<file path="src/rtl/johnson_step_sequencer.sv">
// johnson_step_sequencer
// Command-driven Johnson-counter stepper. A command (steps, direction,
// period) is accepted over a valid/ready handshake. The WIDTH-bit Johnson
// pattern then advances once every period+1 cycles until the step count
// is exhausted. The pattern position is kept between commands.
// Optional build macro: JSEQ_ABORT_EN adds an abort input and an aborted
// pulse output that cancel a running command without a done pulse.
module johnson_step_sequencer #(
   parameter int WIDTH = 4,
   parameter int CNT_W = 16,
   parameter int DIV_W = 12
) (
   input  logic             clk,
   input  logic             rst,
   input  logic             cmd_valid,
   output logic             cmd_ready,
   input  logic             cmd_dir,
   input  logic [CNT_W-1:0] cmd_steps,
   input  logic [DIV_W-1:0] cmd_period,
   output logic [WIDTH-1:0] out_j,
   output logic             step_pulse,
   output logic             done,
   output logic             busy,
`ifdef JSEQ_ABORT_EN
   input  logic             abort,
   output logic             aborted,
`endif
   output logic [CNT_W-1:0] steps_left
);

   typedef enum logic {
      IDLE = 1'b0,
      RUN  = 1'b1
   } state_t;

   state_t           state_q;
   logic [WIDTH-1:0] out_j_q;
   logic [WIDTH-1:0] out_j_d;
   logic [CNT_W-1:0] steps_left_q;
   logic [DIV_W-1:0] divider_q;
   logic [DIV_W-1:0] period_q;
   logic             dir_q;
   logic             step_pulse_q;
   logic             done_q;
`ifdef JSEQ_ABORT_EN
   logic             aborted_q;
`endif

   // Pattern one step further along in the latched direction
   always_comb begin
      out_j_d = out_j_q;
      if (dir_q) begin
         out_j_d = {out_j_q[WIDTH-2:0], ~out_j_q[WIDTH-1]};
      end else begin
         out_j_d = {~out_j_q[0], out_j_q[WIDTH-1:1]};
      end
   end

   // Command FSM: accept in IDLE, count the divider down and step in RUN
   always_ff @(posedge clk) begin
      if (rst) begin
         state_q      <= IDLE;
         out_j_q      <= '0;
         steps_left_q <= '0;
         divider_q    <= '0;
         period_q     <= '0;
         dir_q        <= 1'b0;
         step_pulse_q <= 1'b0;
         done_q       <= 1'b0;
`ifdef JSEQ_ABORT_EN
         aborted_q    <= 1'b0;
`endif
      end else begin
         // Pulses default low; only the cases below raise them for a cycle
         step_pulse_q <= 1'b0;
         done_q       <= 1'b0;
`ifdef JSEQ_ABORT_EN
         aborted_q    <= 1'b0;
`endif
         case (state_q)
            IDLE: begin
               if (cmd_valid) begin
                  if (cmd_steps == '0) begin
                     // Empty command completes immediately, pattern untouched
                     done_q <= 1'b1;
                  end else begin
                     dir_q        <= cmd_dir;
                     period_q     <= cmd_period;
                     divider_q    <= cmd_period;
                     steps_left_q <= cmd_steps;
                     state_q      <= RUN;
                  end
               end
            end
            RUN: begin
               if (divider_q == '0) begin
                  out_j_q      <= out_j_d;
                  step_pulse_q <= 1'b1;
                  steps_left_q <= steps_left_q - CNT_W'(1);
                  divider_q    <= period_q;
                  if (steps_left_q == CNT_W'(1)) begin
                     // Final step: done coincides with the last step pulse
                     state_q <= IDLE;
                     done_q  <= 1'b1;
                  end
               end else begin
                  divider_q <= divider_q - DIV_W'(1);
               end
`ifdef JSEQ_ABORT_EN
               // Abort overrides any step due this edge; later NBAs win
               if (abort) begin
                  state_q      <= IDLE;
                  aborted_q    <= 1'b1;
                  out_j_q      <= out_j_q;
                  steps_left_q <= steps_left_q;
                  divider_q    <= divider_q;
                  step_pulse_q <= 1'b0;
                  done_q       <= 1'b0;
               end
`endif
            end
            default: begin
               state_q <= IDLE;
            end
         endcase
      end
   end

   assign cmd_ready  = (state_q == IDLE);
   assign busy       = ~cmd_ready;
   assign out_j      = out_j_q;
   assign step_pulse = step_pulse_q;
   assign done       = done_q;
   assign steps_left = steps_left_q;
`ifdef JSEQ_ABORT_EN
   assign aborted    = aborted_q;
`endif

endmodule

</file>
<file path="config.mk">
export PLATFORM = sky130hd
export DESIGN_NAME = johnson_step_sequencer
export DESIGN_NICKNAME = d
export VERILOG_FILES = /design/src/rtl/johnson_step_sequencer.sv
export SDC_FILE = /design/constraint.sdc
export NUM_CORES = 1
export LEC_CHECK = 0
export BUFFER_PORTS_ARGS = -buffer_cell sky130_fd_sc_hd__buf_2
export CAP_MARGIN = 20
export CORE_ASPECT_RATIO = 0.6
export CORE_MARGIN = 2
export CORE_UTILIZATION = 50
export DETAILED_ROUTE_END_ITERATION = 8
export HOLD_SLACK_MARGIN = 0.1
export PLACE_DENSITY = 0.84
export SLEW_MARGIN = 20
export SYNTH_ARGS = -nofsm -noshare
export SYNTH_HDL_FRONTEND = slang
export SYNTH_SLANG_ARGS = --single-unit
</file>
<file path="constraint.sdc">
create_clock -name clk -period 5.6 [get_ports clk]
set_input_delay 0.84 -clock clk [delete_from_list [all_inputs] [get_ports clk]]
set_output_delay 0.84 -clock clk [all_outputs]
set_load 0.05 [all_outputs]
</file>
; ---- Word level (Yosys, flattened, before mapping)
; Index checks and enable logic that the tools add are counted.
[classes]
eq_ne = 4
n_reduce_logical = 7
n_addsub = 2
mux = 20
n_bitwise = 4
[ops]
columns = op, count
row1 = $mux W16, 3
row2 = $mux W12, 3
row3 = $pmux W16 S2, 1
row4 = $pmux W12 S2, 1
row5 = $eq A16 B1 Y1 const B, 1
row6 = $logic_not A16 Y1, 1
row7 = $sub A16 B1 Y16 const B, 1
row8 = $logic_not A12 Y1, 1
row9 = $sub A12 B1 Y12 const B, 1
row10 = $mux W1, 9
row11 = $reduce_and A3 Y1, 2
row12 = $mux W4, 1
row13 = $ne A2 B2 Y1 const B, 2
row14 = $not A1 Y1, 4
row15 = $pmux W1 S2, 2
row16 = $reduce_and A2 Y1, 2
row17 = $ne A2 B1 Y1 const B, 1
row18 = $reduce_or A2 Y1, 1
[word_totals]
input_bits = 32
regBits = 48
output_inout_bits = 24
wordCells = 45

; ---- Logic depth before layout (Yosys ltp)
; Gate-level depths: netlist (run 1).
[depth]
depth_word = 4
mapped_depth = 9
mapped_depth_nobuf = 7

; ---- Worst setup path before layout (run 1)
; OpenSTA, ideal clock, no wires.
[synth_path]
kind = input-to-reg
from = input cmd_steps[3]
to = register divider_q[3]
required_time_ps = 5466
arrival_ps = 2186
stages = 7
setup_time_ps = 134
n_path_buf = 2
setup_slack_ps = 3281
cell_sequence = nor4_1 > a41oi_1 > and2_1 > clkbuf_1 > clkbuf_1 > a22oi_1 > o22ai_1
[synth_between]
elab_chain_cells = 3
[synth_rtl]
columns = element, line_no
row1 = start: declaration, 18  ; input logic [CNT_W-1:0] cmd_steps,
row2 = $logic_not A16 Y1, 83  ; if (cmd_steps == '0) begin
row3 = $ne A2 B2 Y1 (no line), -
row4 = $reduce_and A2 Y1 (no line), -
row5 = end signal: assignment, 89  ; divider_q <= cmd_period;
row6 = end signal: assignment, 100  ; divider_q <= period_q;
row7 = end signal: assignment, 107  ; divider_q <= divider_q - DIV_W'(1);
row8 = end: declaration, 40  ; logic [DIV_W-1:0] divider_q;
; Every way passes these cells.
; A chain may end at the register's enable or synchronous reset.

; ---- Worst setup path after layout (run 1)
[layout_path]
from = input cmd_steps[3]
to = register steps_left_q[5] (netlist: steps_left[5])
[layout_between]
elab_chain_cells = 3
[layout_rtl]
columns = element, line_no
row1 = $logic_not A16 Y1, 83
row2 = $ne A2 B2 Y1 (no line), -
row3 = $reduce_and A3 Y1 (no line), -
row4 = end signal: assignment, 90  ; steps_left_q <= cmd_steps;
row5 = end signal: assignment, 99  ; steps_left_q <= steps_left_q - CNT_W'(1);
row6 = end: declaration, 39  ; logic [CNT_W-1:0] steps_left_q;
; Every way passes these cells.

==> flow_summary.ini, run 1 <==
[run_status]
status = finished clean

[floorplan]
die_w_um = 97.9
boundaryPins = 56
row_count = 20
start_util = 0.520
die_area_um2 = 5900
die_h_um = 60.3
coreArea_um2 = 5080

[timing]
worst_pin_slew_ps = 1180
fin_crit_ps = 2930
fmax_ghz = 0.341
rsz0062_at_grt = no
fin_worst_skew_ps = 6.49
tns_ps = 0
hold_viol = 0
period_share = 0.524
finalMaxSlewViolations = 0
holdWs_ps = 461
relSlewSlack = 0.204
setup_viol = 0

[setup_path]
critPathArrivalTime_ps = 3110
path_cells = buf_2 -> nor4_1 -> a41oi_1 -> nand2_1 -> o21ai_0 -> a221oi_1
end_kind = flop
startpoint_type = input pin
critPathTopFamily = simple AND/OR/NAND/NOR gates
crit_buf_inv = 1
cp_max_fo = 19
cpMaxStageDelayCell = nand2_1
critPathRequiredTime_ps = 5780
path_class = input pin to flop
critPathMaxStageDelay_ps = 660

[synth]
synth_top_area_cell = dfxtp_1
synth_edf_count = 0
synth_nets = 374
synth_cell_types = 50
yosys.cell_count.top_type = nand2_1
yosysWarnings = 0
synth_top_area_share = 0.364
yosysSeqAreaShare = 0.364
synthTopCellsByArea = dfxtp_1 36%, nand2_1 7.0%, a21oi_1 5.3%
synth_seq_cells = 48
synthFlopType = dfxtp_1
netlist_area_um2 = 2640
synthTopCellsByCount = 49 x nand2_1, 48 x dfxtp_1, 28 x a21oi_1
netlist_instances = 338
syn_avg_cell_area_um2 = 7.82
async_reset_ff_frac = 0

[cts]
clk_pin_slew_ps = 90
cts_resized = 0
post_cts_buffers = 0
clk_latency_ps = 300
cts_tree = done
htree_levels = 2
clockBufferDepth = 2
ctsHoldBuffers = 0
cts_root_buffer = clkbuf_8
numCtsBuffers = 5
cts.sinks = 48

[global_route]
track_usage = 0.250
grt_max_degree = 53
grt_pass1_vias = 2413
antenna_found_initial = 0
grt_overflow = 0
grt_pass1_wl_um = 11900

[route]
ant_nets = 0
drc = 0
wl_per_cell_um = 16.4
first_pass_iters = 5
vias_per_cell = 6.20
drt-total-wl_um = 7250
highest_layer = met4
routedLengthMet1_um = 3340
wl_met2_um = 3050
wl_met3_um = 811
vias = 2747
first_iter_violations = 242

[placement]
io_buffers = 55
gp_congestion = 0.886
dp.final_hpwl_um = 4990

[final_layout]
fin_util = 0.597
layout-drive-gt1-share = 0.207
fillCellCount = 476
finalNetCount = 413
diodes = 0
syn2layout_area_growth_pct = 14.8

[power_and_ir_drop]
p_leak_nw = 1.18
p_per_area_nw_per_um2 = 353
ir_drop_uv = 162

[min_path]
hold_path.class = flop to flop

[flow_run]
maxCapViolCount = 0
-- tightest hold or removal path, cell delays in order, from the launching register on --
cell	delay [ps]
dfxtp_1	320
nand2_1	50
a21oi_1	50
-- layer usage --
layer  vias up  GRT usage
li1       1312          -
met1      1281      0.372
met2       147      0.371
met3         7     0.0620
met4         0     0.0456
met5         -          0
-- cells by family after synthesis --
family,after synthesis,share of synthesized area
XOR/XNOR,7,0.0232
adder cells (fa/ha/maj),4,0.0189
buffers and inverters,38,0.0606
AO/OA/AOI/OAI,107,0.261
flip-flops,48,0.364
multiplexers,7,0.0275
AND/OR/NAND/NOR,127,0.245
-- layout make-up --
type | instances | area (um2) | share of cell area
inverters | 13 | 48.8 | 0.0161
clock inverters | 2 | 60.1 | 0.0198
clock buffers | 5 | 68.8 | 0.0227
repair buffers | 57 | 290 | 0.0957
multi-input cells | 252 | 1520 | 0.502
well taps | 66 | 82.6 | 0.0272
flip-flops and latches | 48 | 961 | 0.317
-- layout by cell type (no fill, tap or decap), drive strengths merged, types with 2 or more instances in the layout --
cell type and instances:
buf 57, nand2 49, dfxtp 48, a21oi 28
o21ai 26, nor2 20, nor3 17, inv 13
nand3 11, a31oi 10, nor4 9, a211oi 7
a22oi 6, xnor2 6, mux2i 5, a221oi 5
clkbuf 5, o31a 4, nand2b 4, o22ai 4
ha 4, or4 4, a21o 3, nand4 3
o32ai 3, and2 2, or3 2, o221ai 2
a211o 2, o211ai 2, nand3b 2, mux2 2
bufinv 2
-- power by group --
group / leakage (nW) / switching, mW / internal, mW
clock network: 0.0642 / 0.115 / 0.176
registers: 0.395 / 0.0407 / 0.374
logic: 0.722 / 0.238 / 0.125
total: 1.18 / 0.394 / 0.676
-- state kept, by name, indices dropped and copies added (netlist names) --
name / count
steps_left: 16
divider_q: 12
period_q: 12
out_j: 4
busy: 1
dir_q: 1
done: 1
step_pulse: 1
-- stage by stage --
stage                     cell area, um2  power, mW  std cells  setup WS [ps]
after CTS                           3030       1.07        443           2770
after global placement              2900      0.767        436           2610
after global routing                3030       1.13        443           2620
final                               3030       1.07        443           2670
after detailed placement            2900      0.777        436           2490
after floorplan                     2640      0.696        338           3280
-- final timing paths --
check             slack (ps)              to     startpoint  cells past startpoint
setup / recovery        2670   steps_left[5]   cmd_steps[3]                      6
hold / removal           460     period_q[7]    period_q[7]                      2
setup reg to reg        2750  steps_left[14]  steps_left[5]                      5
hold reg to reg          460     period_q[7]    period_q[7]                      2
(Power assumes the default switching activity.)
==> run 2: changes to the inputs <==
==> constraint.sdc (replaced) <==
create_clock -name clk -period 3 [get_ports clk]
set_input_delay 0.45 -clock clk [delete_from_list [all_inputs] [get_ports clk]]
set_output_delay 0.45 -clock clk [all_outputs]
set_load 0.05 [all_outputs]
==> run 2 against run 1 <==
Setup slack worse by 2200 ps. Combinational power up 88%. Largest power group unchanged. Non-clock buffer count up 5. Clock-buffer cell count up 3. Via count about the same. Final area about the same. Clock power up 39%. Die area unchanged. Final cell count up 1.4%. Sequential share of layout area about the same. First-iteration DRC count up 14%. Utilization about the same.
==> flow_summary.ini, run 2 (same netlist as run 1, synthesis figures left out) <==
[final_layout]
diodes = 0
regArea_um2 = 961
layout_common_cells = 55 x buf_2, 49 x nand2_1, 48 x dfxtp_1
fillCellCount = 469
syn2layout_area_growth_pct = 14.7
largest_reg_flops = 16
layout_commonest_cell = buf_2
finalNetCount = 418
final_cells = 449
multi_input_area_um2 = 1520
fin_util = 0.597
layout-drive-gt1-share = 0.214

[timing]
finalMaxSlewViolations = 0
relSlewSlack = 0.375
fin_crit_ps = 2580
setup_ws_ps = 419
period_share = 0.860
hold_viol = 0
setup_viol = 0
rsz0062_at_grt = no
worst_pin_slew_ps = 911
fin_worst_skew_ps = 7.71
fmax_ghz = 0.387
tns_ps = 0

[cts]
numCtsBuffers = 5
cts_tree = done
clk_latency_ps = 300
cts_root_buffer = clkbuf_8
clockBufferDepth = 2
htree_levels = 2
cts.sinks = 48
post_cts_buffers = 0
ctsHoldBuffers = 0
cts_resized = 0
clk_pin_slew_ps = 90

[setup_path]
crit_buf_inv = 2
path_cells = inv_1 -> ha_1 -> or3b_2 -> nor3_4 -> mux2i_1 -> buf_4 -> a221oi_1
r2r_start = divider_q[0]
critPathRequiredTime_ps = 3210
cpMaxStageDelayCell = or3b_2
critPathArrivalTime_ps = 2790
cp_max_fo = 12
startpoint_type = flop
end_kind = flop
startpoint = divider_q[0]
path_class = flop to flop
critPathTopFamily = simple AND/OR/NAND/NOR gates
critPathMaxStageDelay_ps = 500

[placement]
gp_congestion = 0.941
io_buffers = 55
dp.final_hpwl_um = 5090
place_inst = 441
dp_slack_ps = 373

[global_route]
antenna_found_initial = 0
grt_overflow = 0
track_usage = 0.246
grt_pass1_vias = 2397
grt_max_degree = 32
grt_pass1_wl_um = 11600

[floorplan]
row_count = 20
boundaryPins = 56
coreArea_um2 = 5080
die_h_um = 60.3
die_area_um2 = 5900
start_util = 0.520
die_w_um = 97.9

[route]
first_iter_violations = 276
ant_nets = 0
wl_per_cell_um = 16.1
first_pass_iters = 4
drt-total-wl_um = 7210
vias_per_cell = 6.12
drc = 0
vias = 2748

[power_and_ir_drop]
p_seq_frac = 0.417
switching_share = 0.393
p_switching_uw = 733
p_per_area_nw_per_um2 = 615
pwr-share-clk = 0.217
ir_drop_uv = 294
p_comb_frac = 0.366
p_leak_nw = 1.19
internal_power_mw = 1.13

[min_path]
worstHoldStart = cmd_period[1]
hold_path.class = input pin to flop

[run_status]
status = finished clean

[flow_run]
maxCapViolCount = 0
-- run 2: metrics by stage --
step / total power, mW / area [um2] / hold WS [ps]
3_5_place_dp: 1.45 / 2940 / 447
6_report: 1.86 / 3030 / 388
2_1_floorplan: 1.30 / 2640 / 433
4_1_cts: 1.86 / 3030 / 387
5_1_grt: 1.96 / 3030 / 399
3_3_place_gp: 1.44 / 2940 / 445
-- run 2: power by group through the flow --
| stage | Combinational (mW) | Sequential, mW | Clock [mW] |
|---|---|---|---|
| after floorplan | 0.429 | 0.870 | 0 |
| after global placement | 0.657 | 0.783 | 0 |
| after detailed placement | 0.667 | 0.787 | 0 |
| after CTS | 0.673 | 0.773 | 0.411 |
| after global routing | 0.746 | 0.785 | 0.431 |
| final | 0.683 | 0.776 | 0.404 |
-- run 2: metal layers --
| layer | vias up | GRT usage | wire [um] |
|---|---|---|---|
| li1 | 1316 | - | - |
| met3 | 13 | 0.0772 | 646 |
| met1 | 1290 | 0.357 | 3500 |
| met2 | 129 | 0.351 | 2980 |
| met5 | - | 0 | 0 |
| met4 | 0 | 0.0714 | 90 |
-- run 2: cell type report --
cell class	instances	area share
inverter	13	0.0161
tap	66	0.0272
clock buffer	8	0.0297
multi-input combinational	252	0.502
timing repair buffer	62	0.108
sequential	48	0.317
-- run 2: final timing paths --
| path | slack [ps] | cells after the start | end |
|---|---|---|---|
| worst min register to register | 460 | 2 | period_q[1] |
| worst max-delay path | 420 | 7 | steps_left[14] |
| worst min-delay path | 390 | 3 | period_q[1] |
| worst max register to register | 420 | 7 | steps_left[14] |
-- run 2: worst register-to-register path: cells and delay by family (launching register included) --
family / cells / cell delay, ps
and+or+nand+nor: 2 / 790
buffers and inverters: 2 / 410
DFF: 1 / 400
muxes: 1 / 380
AOI/OAI and AO/OA: 1 / 300
adders and majority gates: 1 / 210
==> run 3: changes to the inputs <==
--- a/config.mk
+++ b/config.mk
@@ -8,7 +8,6 @@
 export BUFFER_PORTS_ARGS = -buffer_cell sky130_fd_sc_hd__buf_2
 export CAP_MARGIN = 20
 export CORE_ASPECT_RATIO = 0.6
-export CORE_MARGIN = 2
 export CORE_UTILIZATION = 50
 export DETAILED_ROUTE_END_ITERATION = 8
 export HOLD_SLACK_MARGIN = 0.1
==> run 3 against run 2 <==
Sequential share of layout area rose by 0.052 points. Total power shrank 1.7%. First-iteration DRC count shrank 11%. Critical path type unchanged. Final cell count did not move. Clock-buffer cell count shrank 2. Critical endpoint is now steps_left[12].
==> flow_summary.ini, run 3 (same netlist as run 1, synthesis figures left out) <==
[run_status]
status = finished clean

[route]
first_pass_iters = 5
vias = 2691
wl_per_cell_um = 15.9
first_iter_violations = 246
ant_nets = 0
vias_per_cell = 5.99
drt-total-wl_um = 7150
drc = 0

[global_route]
grt_pass1_wl_um = 12000
grt_pass1_vias = 2516
grt_overflow = 0
grt_max_degree = 30
track_usage = 0.281
antenna_found_initial = 0

[timing]
finalMaxSlewViolations = 0
rsz0062_at_grt = no
hold_viol = 0
fmax_ghz = 0.410
setup_viol = 0
fin_worst_skew_ps = 4.60
setup_ws_ps = 561
period_share = 0.813
fin_crit_ps = 2440
relSlewSlack = 0.430
worst_pin_slew_ps = 854
tns_ps = 0

[min_path]
hold_path.class = input pin to flop

[setup_path]
r2r_setup_slack_ps = 560
endpoint = steps_left[12]
end_kind = flop
path_cells = inv_1 -> ha_1 -> or3b_2 -> nor3_4 -> mux2i_1 -> buf_4 -> a221oi_1
r2r-end = steps_left[12]
r2r_start = divider_q[0]
path_class = flop to flop
cp_max_fo = 10
critPathArrivalTime_ps = 2640
startpoint = divider_q[0]
critPathRequiredTime_ps = 3200
startpoint_type = flop
cpMaxStageDelayCell = or3b_2
crit_buf_inv = 2
critPathMaxStageDelay_ps = 500
reg2regPathDepth = 7
crit_cells = 7
critPathTopFamily = simple AND/OR/NAND/NOR gates

[power_and_ir_drop]
p_per_area_nw_per_um2 = 605
ir_drop_uv = 305
p_leak_nw = 1.19

[final_layout]
layout_common_cells = 55 x buf_2, 49 x nand2_1, 48 x dfxtp_1
diodes = 0
finalNetCount = 419
syn2layout_area_growth_pct = 14.5
fillCellCount = 468
layout_commonest_cell = buf_2
layout-drive-gt1-share = 0.217
largest_reg_flops = 16

[cts]
cts_root_buffer = clkbuf_8
clk_pin_slew_ps = 90
cts.sinks = 48
cts_tree = done
cts_resized = 0
ctsHoldBuffers = 0
numCtsBuffers = 5
post_cts_buffers = 0
clockBufferDepth = 2
clk_latency_ps = 300
htree_levels = 2

[placement]
dp_slack_ps = 450
dp.final_hpwl_um = 5110
io_buffers = 55
gp_congestion = 0.941

[floorplan]
start_util = 0.520
die_w_um = 95.9
boundaryPins = 56
coreArea_um2 = 5080
die_h_um = 58.3
die_area_um2 = 5590
row_count = 20

[flow_run]
maxCapViolCount = 0
-- run 3: cell count changes in the layout (fill, tap and decap cells not counted), sizes merged --
cell / previous run / this run
clkinv: 0 / 1
clkbuf: 8 / 6
buf: 62 / 63
-- run 3: routing by layer --
metal  up-vias  share of wire  wire (um)  global-route usage
li1       1326              -          -                   -
met1      1237           0.51       3620               0.426
met2       118           0.41       2900               0.402
met3        10          0.078        557              0.0556
met4         0          0.011         80              0.0832
met5         -              0          0                   0
-- run 3: through the flow --
step	util	instances	hold WS, ps	area, um2	total power, mW
2_1_floorplan	-	338	433	2640	1.30
3_3_place_gp	0.581	442	443	2950	1.44
3_5_place_dp	0.581	442	444	2950	1.46
4_1_cts	0.596	449	394	3030	1.82
5_1_grt	0.596	449	392	3030	1.93
6_report	0.596	449	393	3030	1.83
-- run 3: tightest hold or removal path: stages --
cell	delay [ps]
buf_2	100
nand2_1	50
a21oi_1	50
-- run 3: report_power, final --
group,internal [mW],switching (mW)
sequential,0.699,0.0761
clock,0.159,0.214
combinational,0.245,0.438
total,1.10,0.728
-- run 3: cell type report --
cell class | count | area, um2 | share of cell area
repair buffers | 63 | 335 | 0.111
multi-input cells | 252 | 1520 | 0.503
well taps | 66 | 82.6 | 0.0273
clock inverters | 1 | 5.00 | 0.00165
clock buffers | 6 | 72.6 | 0.0240
flip-flops and latches | 48 | 961 | 0.317
inverters | 13 | 48.8 | 0.0161
-- run 3: how the worst min path moves through the flow --
stage                            start            to  slack [ps]  cells past startpoint
final                          cmd_dir         dir_q         390                      3
after global routing           cmd_dir         dir_q         390                      3
after CTS                      cmd_dir         dir_q         390                      3
after detailed placement   period_q[3]   period_q[3]         440                      2
after global placement     period_q[3]   period_q[3]         440                      2
after floorplan           period_q[10]  period_q[10]         430                      2
